`src/rtl/demux_pkg.sv`:
```
// rtl/demux_pkg.sv - shared constants and destination encodings for the 1-to-2 word demultiplexer
package demux_pkg;

    localparam int DEMUX_WIDTH = 16;
    localparam int DEMUX_CNT_W = 8;

    localparam logic DEST_CH0 = 1'b0;
    localparam logic DEST_CH1 = 1'b1;

endpackage

```
`src/rtl/demux_out_slot.sv`:
```
// rtl/demux_out_slot.sv - one-entry output holding register with valid flag and delivery counter
module demux_out_slot
    import demux_pkg::*;
#(
    parameter int WIDTH = DEMUX_WIDTH,
    parameter int CNT_W = DEMUX_CNT_W
) (
    input  logic             clk,
    input  logic             reset,
    input  logic             load,
    input  logic [WIDTH-1:0] load_data,
    input  logic             ready,
    output logic             valid,
    output logic [WIDTH-1:0] data,
    output logic [CNT_W-1:0] cnt
);

    logic deliver;

    // A delivery happens whenever the slot is occupied and its consumer accepts.
    assign deliver = valid && ready;

    // Holding register: a load wins over a delivery so the slot stays full at full rate;
    // data is left untouched when the slot empties.
    always_ff @(posedge clk) begin
        if (reset) begin
            valid <= 1'b0;
            data  <= '0;
        end else if (load) begin
            valid <= 1'b1;
            data  <= load_data;
        end else if (deliver) begin
            valid <= 1'b0;
        end
    end

    // Delivered-word counter, wrapping naturally at its width.
    always_ff @(posedge clk) begin
        if (reset) begin
            cnt <= '0;
        end else if (deliver) begin
            cnt <= cnt + 1'b1;
        end
    end

endmodule

```
`src/rtl/demux_16_1to2_reg.sv`:
```
// rtl/demux_16_1to2_reg.sv - registered 1-to-2 demux top; DEMUX_16_ALTERNATE_EN selects strict alternation
module demux_16_1to2_reg
    import demux_pkg::*;
#(
    parameter int WIDTH = DEMUX_WIDTH,
    parameter int CNT_W = DEMUX_CNT_W
) (
    input  logic             clk,
    input  logic             reset,
    input  logic [WIDTH-1:0] in_data,
    input  logic             in_sel,
    input  logic             in_valid,
    output logic             in_ready,
    output logic [WIDTH-1:0] out0_data,
    output logic             out0_valid,
    input  logic             out0_ready,
    output logic [WIDTH-1:0] out1_data,
    output logic             out1_valid,
    input  logic             out1_ready,
    output logic [CNT_W-1:0] cnt0,
    output logic [CNT_W-1:0] cnt1
);

    logic dest;
    logic accept;
    logic load0;
    logic load1;

`ifdef DEMUX_16_ALTERNATE_EN
    logic toggle;

    // Alternation state: flips after every accepted word so destinations go 0,1,0,1...
    always_ff @(posedge clk) begin
        if (reset) begin
            toggle <= DEST_CH0;
        end else if (accept) begin
            toggle <= ~toggle;
        end
    end

    // in_sel is intentionally ignored in this build.
    assign dest = toggle;
`else
    assign dest = in_sel;
`endif

    // Ready depends only on the destination slot, never on in_valid, to avoid a comb loop upstream.
    always_comb begin
        in_ready = 1'b0;
        if (dest == DEST_CH0) begin
            in_ready = !out0_valid || out0_ready;
        end else begin
            in_ready = !out1_valid || out1_ready;
        end
    end

    assign accept = in_valid && in_ready;
    assign load0  = accept && (dest == DEST_CH0);
    assign load1  = accept && (dest == DEST_CH1);

    demux_out_slot #(
        .WIDTH (WIDTH),
        .CNT_W (CNT_W)
    ) u_slot0 (
        .clk       (clk),
        .reset     (reset),
        .load      (load0),
        .load_data (in_data),
        .ready     (out0_ready),
        .valid     (out0_valid),
        .data      (out0_data),
        .cnt       (cnt0)
    );

    demux_out_slot #(
        .WIDTH (WIDTH),
        .CNT_W (CNT_W)
    ) u_slot1 (
        .clk       (clk),
        .reset     (reset),
        .load      (load1),
        .load_data (in_data),
        .ready     (out1_ready),
        .valid     (out1_valid),
        .data      (out1_data),
        .cnt       (cnt1)
    );

endmodule

```
`config.mk`:
```
export PLATFORM = sky130hd
export DESIGN_NAME = demux_16_1to2_reg
export DESIGN_NICKNAME = d
export VERILOG_FILES = /design/src/rtl/demux_pkg.sv /design/src/rtl/demux_out_slot.sv /design/src/rtl/demux_16_1to2_reg.sv
export SDC_FILE = /design/constraint.sdc
export NUM_CORES = 1
export LEC_CHECK = 0
export CAP_MARGIN = 20
export CORE_MARGIN = 5
export CORE_UTILIZATION = 43
export CTS_CLUSTER_SIZE = 10
export DETAILED_ROUTE_END_ITERATION = 16
export GPL_TIMING_DRIVEN = 0
export PLACE_DENSITY = 0.78
export RECOVER_POWER = 50
export SETUP_SLACK_MARGIN = 0.15
export SLEW_MARGIN = 0
export SYNTH_ARGS = -nofsm -noshare
export SYNTH_HDL_FRONTEND = slang
export SYNTH_HIERARCHICAL = 1
export SYNTH_SLANG_ARGS = --single-unit
```
`constraint.sdc`:
```
create_clock -name clk -period 2.1 [get_ports clk]
set_input_delay 0.63 -clock clk [delete_from_list [all_inputs] [get_ports clk]]
set_output_delay 0.63 -clock clk [all_outputs]
set_load 0.05 [all_outputs]
```
==> results of run 1 <==
[state kept, by name, indices dropped and copies added (netlist names)]
register,flops
u_slot1/cnt,8
u_slot0/data,16
u_slot1/data,16
u_slot0/valid,1
u_slot0/cnt,8
u_slot1/valid,1
[path summary, 6_finish.rpt]
path / from / endpoint / slack [ns] / cells after the start
hold / removal: u_slot1/cnt[7] / u_slot1/cnt[7] / 0.48 / 2
setup reg to reg: u_slot0/valid / u_slot0/data[2] / 0.46 / 6
hold reg to reg: u_slot1/cnt[7] / u_slot1/cnt[7] / 0.48 / 2
setup / recovery: in_valid / u_slot0/data[2] / 0.15 / 6
[cell families (layout without fill, tap and decap cells)]
kind of cell | Yosys count | after routing | share of synthesized area
AOI/OAI and AO/OA | 26 | 26 | 0.0758
xor gates and xnor gates | 4 | 4 | 0.0181
adders and majority gates | 2 | 2 | 0.0130
buffers and inverters | 15 | 94 | 0.0317
DFF | 50 | 50 | 0.518
muxes | 32 | 32 | 0.166
and+or+nand+nor | 72 | 72 | 0.177
[power breakdown]
group / switching [mW] / total, mW / internal (mW)
combinational: 0.213 / 0.324 / 0.111
clock: 0.303 / 0.654 / 0.351
sequential: 0.0223 / 1.00 / 0.982
total: 0.538 / 1.98 / 1.44
[area by class of cell]
| class | instances | share of cell area |
|---|---|---|
| buffer | 10 | 0.0196 |
| multi-input combinational | 136 | 0.319 |
| clock buffer | 5 | 0.0251 |
| timing repair buffer | 71 | 0.227 |
| clock inverter | 3 | 0.0146 |
| tap | 52 | 0.0237 |
| inverter | 5 | 0.00684 |
| sequential | 50 | 0.365 |
[synth_stat cells]
cell and n:
a31oi_1 1, o21ai_0 4, nor2b_1 1, mux2i_1 32
nand3_2 2, o31ai_1 6, buf_2 4, a21oi_1 15
dfxtp_1 50, nor3b_2 1, ha_1 2, nor2_1 38
inv_1 5, or4_1 6, nand2_1 9, clkbuf_1 6
xor2_1 4, nand3_1 10, nor3b_1 1, or3_1 4
[routing by layer]
metal,track usage,vias up,share of wire
li1,-,848,-
met1,0.196,795,0.44
met2,0.280,52,0.47
met3,0.0585,5,0.084
met4,0.0412,0,0.010
met5,0,-,0
[placed cells by master (no fill, tap or decap), drive strengths merged]
master	count
nor3b	2
clkbuf	20
or4	6
xor2	4
nand3	12
nor2	38
o21ai	4
or3	4
bufinv	1
dfxtp	50
clkdlybuf4s50	17
dlygate4sd2	42
nor2b	1
nand2	9
a21oi	15
a31oi	1
o31ai	6
clkdlybuf4s15	4
mux2i	32
buf	3
ha	2
clkinv	2
inv	5
[worst min-delay path: cells and delay by family, from the launching register on]
kind	cells	cell delay, ns
DFF	1	0.32
AOI/OAI and AO/OA	2	0.12
[timing repair]
item	4_1_cts	5_1_grt
cloned	0	0
resized for setup	68	18
hold endpoints to repair	0	0
buffers inserted	0	0
endpoints found under the setup margin	71	24
pin swaps	0	1
==> impl_metrics.csv, run 1 <==
group,metric,value,unit
timing,final.setup.tns,0,ns
grt,grt_pass1_vias,1703,
critical_path,worstSetupPathType,"input pin to flop",
drt,viasPerCell,5.12,
timing,final.period_utilization,0.927,
drt,first_pass_iters,4,
logic_synthesis,synth.area.top_cells,"dfxtp_1 52%, mux2i_1 17%, nor2_1 7.4%",
critical_path,cp_max_fo,10,
logic_synthesis,syn_inst,201,
logic_synthesis,ys_seq_area_frac,0.518,
cts,numClockSinks,50,
placed_design,placed_cell_area,0.00271,sq mm
job,maxCapViolCount,0,
final_layout,diodes,0,
pwr,powerDensity,722,mW/mm^2
drt,postRouteAntennaNets,0,
floorplanning,dieHeight,77.0,um
final_layout,final_area,0.00275,sq mm
final_layout,final_util,0.630,
placed_design,dp_hpwl,3.46,mm
floorplanning,core-area,0.00435,sq mm
pwr,finalPower,1.98,mW
timing,rsz0062_at_grt,"yes",
critical_path,path_buf_inv,3,
logic_synthesis,netlist_area,0.00193,sq mm
grt,antenna_found_initial,0,
timing,period_minus_slack,1.95,ns
status,status,"completed",
grt,grt_pass1_wl,8.16,mm
critical_path,crit_family,"buffers and inverters",
logic_synthesis,yosys_warnings,6,
placed_design,dp.cells,324,
critical_path,crit_path_top_delay_cell,"clkdlybuf4s50_1",
critical_path,worstPathCellList,"clkdlybuf4s50_1 > nor3b_1 > clkbuf_4 > buf_4 > mux2i_1 > nor2_1",
final_layout,regArea,0.00100,sq mm
final_layout,final_cell_count_no_fill,332,
logic_synthesis,ys_seq_elements,50,
timing,tightest_slew,0.627,ns
cts,clk_pin_slew_worst_paths,0.09,ns
worst_hold_path,hold_path.class,"flop to flop",
final_layout,final_nets,303,
final_layout,area_delta_synth_final,42.1,%
critical_path,endpoint_kind,"flop",
drt,routed_wl,4.77,mm
floorplanning,initial_utilization,0.444,
timing,hold_violations,0,
timing,whs,0.485,ns
floorplanning,ios,73,
grt,overflow,0,
critical_path,critical-path-max-stage-delay,0.50,ns
drt,drc,0,
grt,grt_usage,0.164,
final_layout,fillCellCount,410,
placed_design,portBuffers,71,
cts,hold_buffers,0,
timing,finClkSkew,0.00385,ns
grt,grt_max_degree,16,
floorplanning,dieArea,0.00593,sq mm
timing,setup_viol,0,
final_layout,multi_input_area,876,sq um
logic_synthesis,post_synth.cell_area_avg,9.61,sq um
cts,clk-insertion-delay-late,0.30,ns
cts,cts_buffers,5,
final_layout,drive_gt1_frac,0.0786,
placed_design,pre_cts_ws,-0.886,ns
timing,fmax,0.514,GHz
logic_synthesis,synth_cell_types,20,
critical_path,cp_data_required_time,2.27,ns
timing,slew_headroom,0.584,
critical_path,worstSetupStartpointType,"input pin",
floorplanning,core.rowCount,24,
pwr,p_leak,1.20,nW
timing,fin_ws,0.154,ns
logic_synthesis,synthesis.nets,225,
cts,cts_tree,"built",
timing,drv_slew,0,
logic_synthesis,synth_top_area_cell,"dfxtp_1",
placed_design,place.gp.congestion,0.783,
floorplanning,die_w,77.0,um
pwr,irDropWorstVdd,0.387,mV
drt,vias,1700,
critical_path,worstPathArrival,2.12,ns
cts,root_buffer,"clkbuf_8",
cts,h-tree-depth,2,
drt,drt-initial-drc-count,90,
cts,clockBufferDepth,2,
logic_synthesis,yosysTopAreaCellShare,0.518,
drt,drt-wirelength-per-cell,14.4,um
Power figures use the tool's default switching activity.
==> run 2: changes to the inputs <==
--- a/config.mk
+++ b/config.mk
@@ -8,3 +8,3 @@
 export CAP_MARGIN = 20
-export CORE_MARGIN = 5
+export CORE_MARGIN = 10
 export CORE_UTILIZATION = 43
@@ -16,3 +16,3 @@
 export SETUP_SLACK_MARGIN = 0.15
-export SLEW_MARGIN = 0
+export SLEW_MARGIN = 10
 export SYNTH_ARGS = -nofsm -noshare
==> constraint.sdc (replaced) <==
create_clock -name clk -period 2.1 [get_ports clk]
set_input_delay 0.42 -clock clk [delete_from_list [all_inputs] [get_ports clk]]
set_output_delay 0.42 -clock clk [all_outputs]
set_load 0.05 [all_outputs]
==> run 2 against run 1 <==
Compared with the run above: clock skew hardly changed; sequential cell count is the same; sequential power is essentially flat; worst hold slack got worse by 0.014 ns; cell area increased by 1.3%; largest cell class unchanged; largest power group unchanged.
==> impl_metrics.csv, run 2 (synthesis results as in run 1) <==
group,metric,value,unit
drt,first_pass_iters,4,
final_layout,drive_gt1_frac,0.0536,
worst_hold_path,min_path_cells,2,
timing,finClkSkew,0.00422,ns
cts,root_buffer,"clkbuf_8",
cts,cts_buffers,5,
timing,hold_violations,0,
cts,clockBufferDepth,2,
critical_path,crit_path_top_delay_cell,"dlygate4sd3_1",
grt,antenna_found_initial,0,
pwr,p_leak,1.07,nW
floorplanning,dieArea,0.00757,sq mm
timing,tightest_slew,0.639,ns
grt,grt_usage,0.130,
drt,drc,0,
critical_path,crit_family,"buffers and inverters",
pwr,irDropWorstVdd,0.430,mV
drt,drt-initial-drc-count,47,
grt,grt_max_degree,16,
critical_path,r2r_start,"u_slot0/valid",
critical_path,rr_worst_depth,6,
final_layout,area_delta_synth_final,43.9,%
drt,vias,1691,
critical_path,worstPathArrival,2.12,ns
floorplanning,core.rowCount,24,
floorplanning,initial_utilization,0.444,
drt,postRouteAntennaNets,0,
timing,slew_headroom,0.576,
worst_hold_path,hold_path.class,"input pin to flop",
critical_path,path_buf_inv,3,
final_layout,final_util,0.639,
final_layout,layout_common_cells,"50 x clkdlybuf4s50_1, 50 x dfxtp_1, 38 x nor2_1",
placed_design,portBuffers,71,
drt,wl_met3,488,um
critical_path,path_depth,6,
drt,met1_length,2.03,mm
worst_hold_path,hold_end,"u_slot1/cnt[3]",
final_layout,reg.largest.list,"u_slot0/data (16), u_slot1/data (16)",
cts,cts_tree,"built",
critical_path,endpoint_kind,"flop",
floorplanning,ios,73,
cts,clk-insertion-delay-late,0.29,ns
job,maxCapViolCount,0,
critical_path,worstSetupStartpointType,"input pin",
drt,viasPerCell,5.08,
timing,fin_ws,0.152,ns
final_layout,final_nets,303,
critical_path,worstSetupPathType,"input pin to flop",
grt,overflow,0,
placed_design,dp_hpwl,3.87,mm
floorplanning,core-area,0.00435,sq mm
drt,top_layer_used,"met4",
critical_path,critical-path-max-stage-delay,0.59,ns
drt,routed_wl,4.97,mm
critical_path,r2r-end,"u_slot0/data[4]",
worst_hold_path,worstHoldStart,"reset",
cts,postCtsSetupRepairBufs,0,
cts,h-tree-depth,2,
timing,rsz0062_at_grt,"no",
timing,setup_viol,0,
drt,drt-wirelength-per-cell,14.9,um
grt,grt_pass1_wl,8.00,mm
placed_design,pre_cts_ws,-0.464,ns
cts,clk_pin_slew_worst_paths,0.08,ns
timing,final.period_utilization,0.928,
timing,fmax,0.513,GHz
timing,whs,0.471,ns
critical_path,r2r_slack,0.36,ns
critical_path,cp_max_fo,10,
pwr,powerDensity,718,mW/mm^2
placed_design,place.gp.congestion,0.795,
floorplanning,die_w,87.0,um
pwr,finalPower,2.00,mW
grt,grt_pass1_vias,1635,
drt,routed-wl-met2,2.43,mm
status,status,"completed",
timing,drv_slew,0,
timing,period_minus_slack,1.95,ns
cts,numClockSinks,50,
floorplanning,dieHeight,87.0,um
critical_path,cp_data_required_time,2.27,ns
critical_path,worstPathCellList,"dlygate4sd3_1 > nor3b_1 > clkbuf_4 > clkbuf_2 > mux2i_1 > nor2_1",
==> run 2: cell types whose count changed in the layout (fill, tap and decap cells not counted), moves of 2 or more <==
cell             change
clkbuf_1             +3
clkdlybuf4s15_2      -2
clkbuf_2             -3
clkinv_2             -2
buf_6                -2
clkdlybuf4s50_1     +33
clkdlybuf4s15_1      -2
dlymetal6s2s_1       +2
dlygate4sd2_1       -31
==> run 2: worst max-delay path by stage <==
stage                   from                to  slack [ns]
5_1_grt               in_sel  u_slot0/data[12]        0.09
2_1_floorplan  u_slot0/valid  u_slot0/data[12]        0.35
3_3_place_gp      out0_ready          in_ready       -0.46
3_5_place_dp      out1_ready          in_ready       -0.46
4_1_cts           out1_ready          in_ready        0.15
6_report              in_sel   u_slot0/data[4]        0.15
==> run 2: per-layer routing <==
layer	up-vias	global-route usage
li1	854	-
met1	779	0.146
met2	54	0.215
met3	4	0.0674
met4	0	0.0265
met5	-	0
==> run 2: timing repair <==
item,in CTS,in global routing
hold buffers,0,0
endpoints found under the setup margin,30,25
gates resized for setup,19,10
==> run 2: layout make-up <==
class | count | area [sq um]
Clock inverter | 2 | 37.5
Inverter | 5 | 18.8
Multi-Input combinational cell | 136 | 871
Tap cell | 52 | 65.1
Buffer | 10 | 50.0
Fill cell | 377 | 1570
Sequential cell | 50 | 1000
Timing Repair Buffer | 71 | 662
Clock buffer | 6 | 72.6
Antenna cell | 1 | 2.50
==> run 2: power breakdown <==
| part | total, mW | internal (mW) | switching [mW] |
|---|---|---|---|
| combinational | 0.342 | 0.130 | 0.212 |
| clock | 0.649 | 0.355 | 0.294 |
| sequential | 1.00 | 0.982 | 0.0222 |
| total | 2.00 | 1.47 | 0.529 |
==> run 2: metrics by stage <==
step | setup TNS, ns | instances | instance area (sq um)
final | 0 | 333 | 2780
after global routing | 0 | 332 | 2780
after CTS | 0 | 332 | 2810
after detailed placement | -4.36 | 324 | 2710
after global placement | -4.22 | 324 | 2710
after floorplan | 0 | 201 | 1940
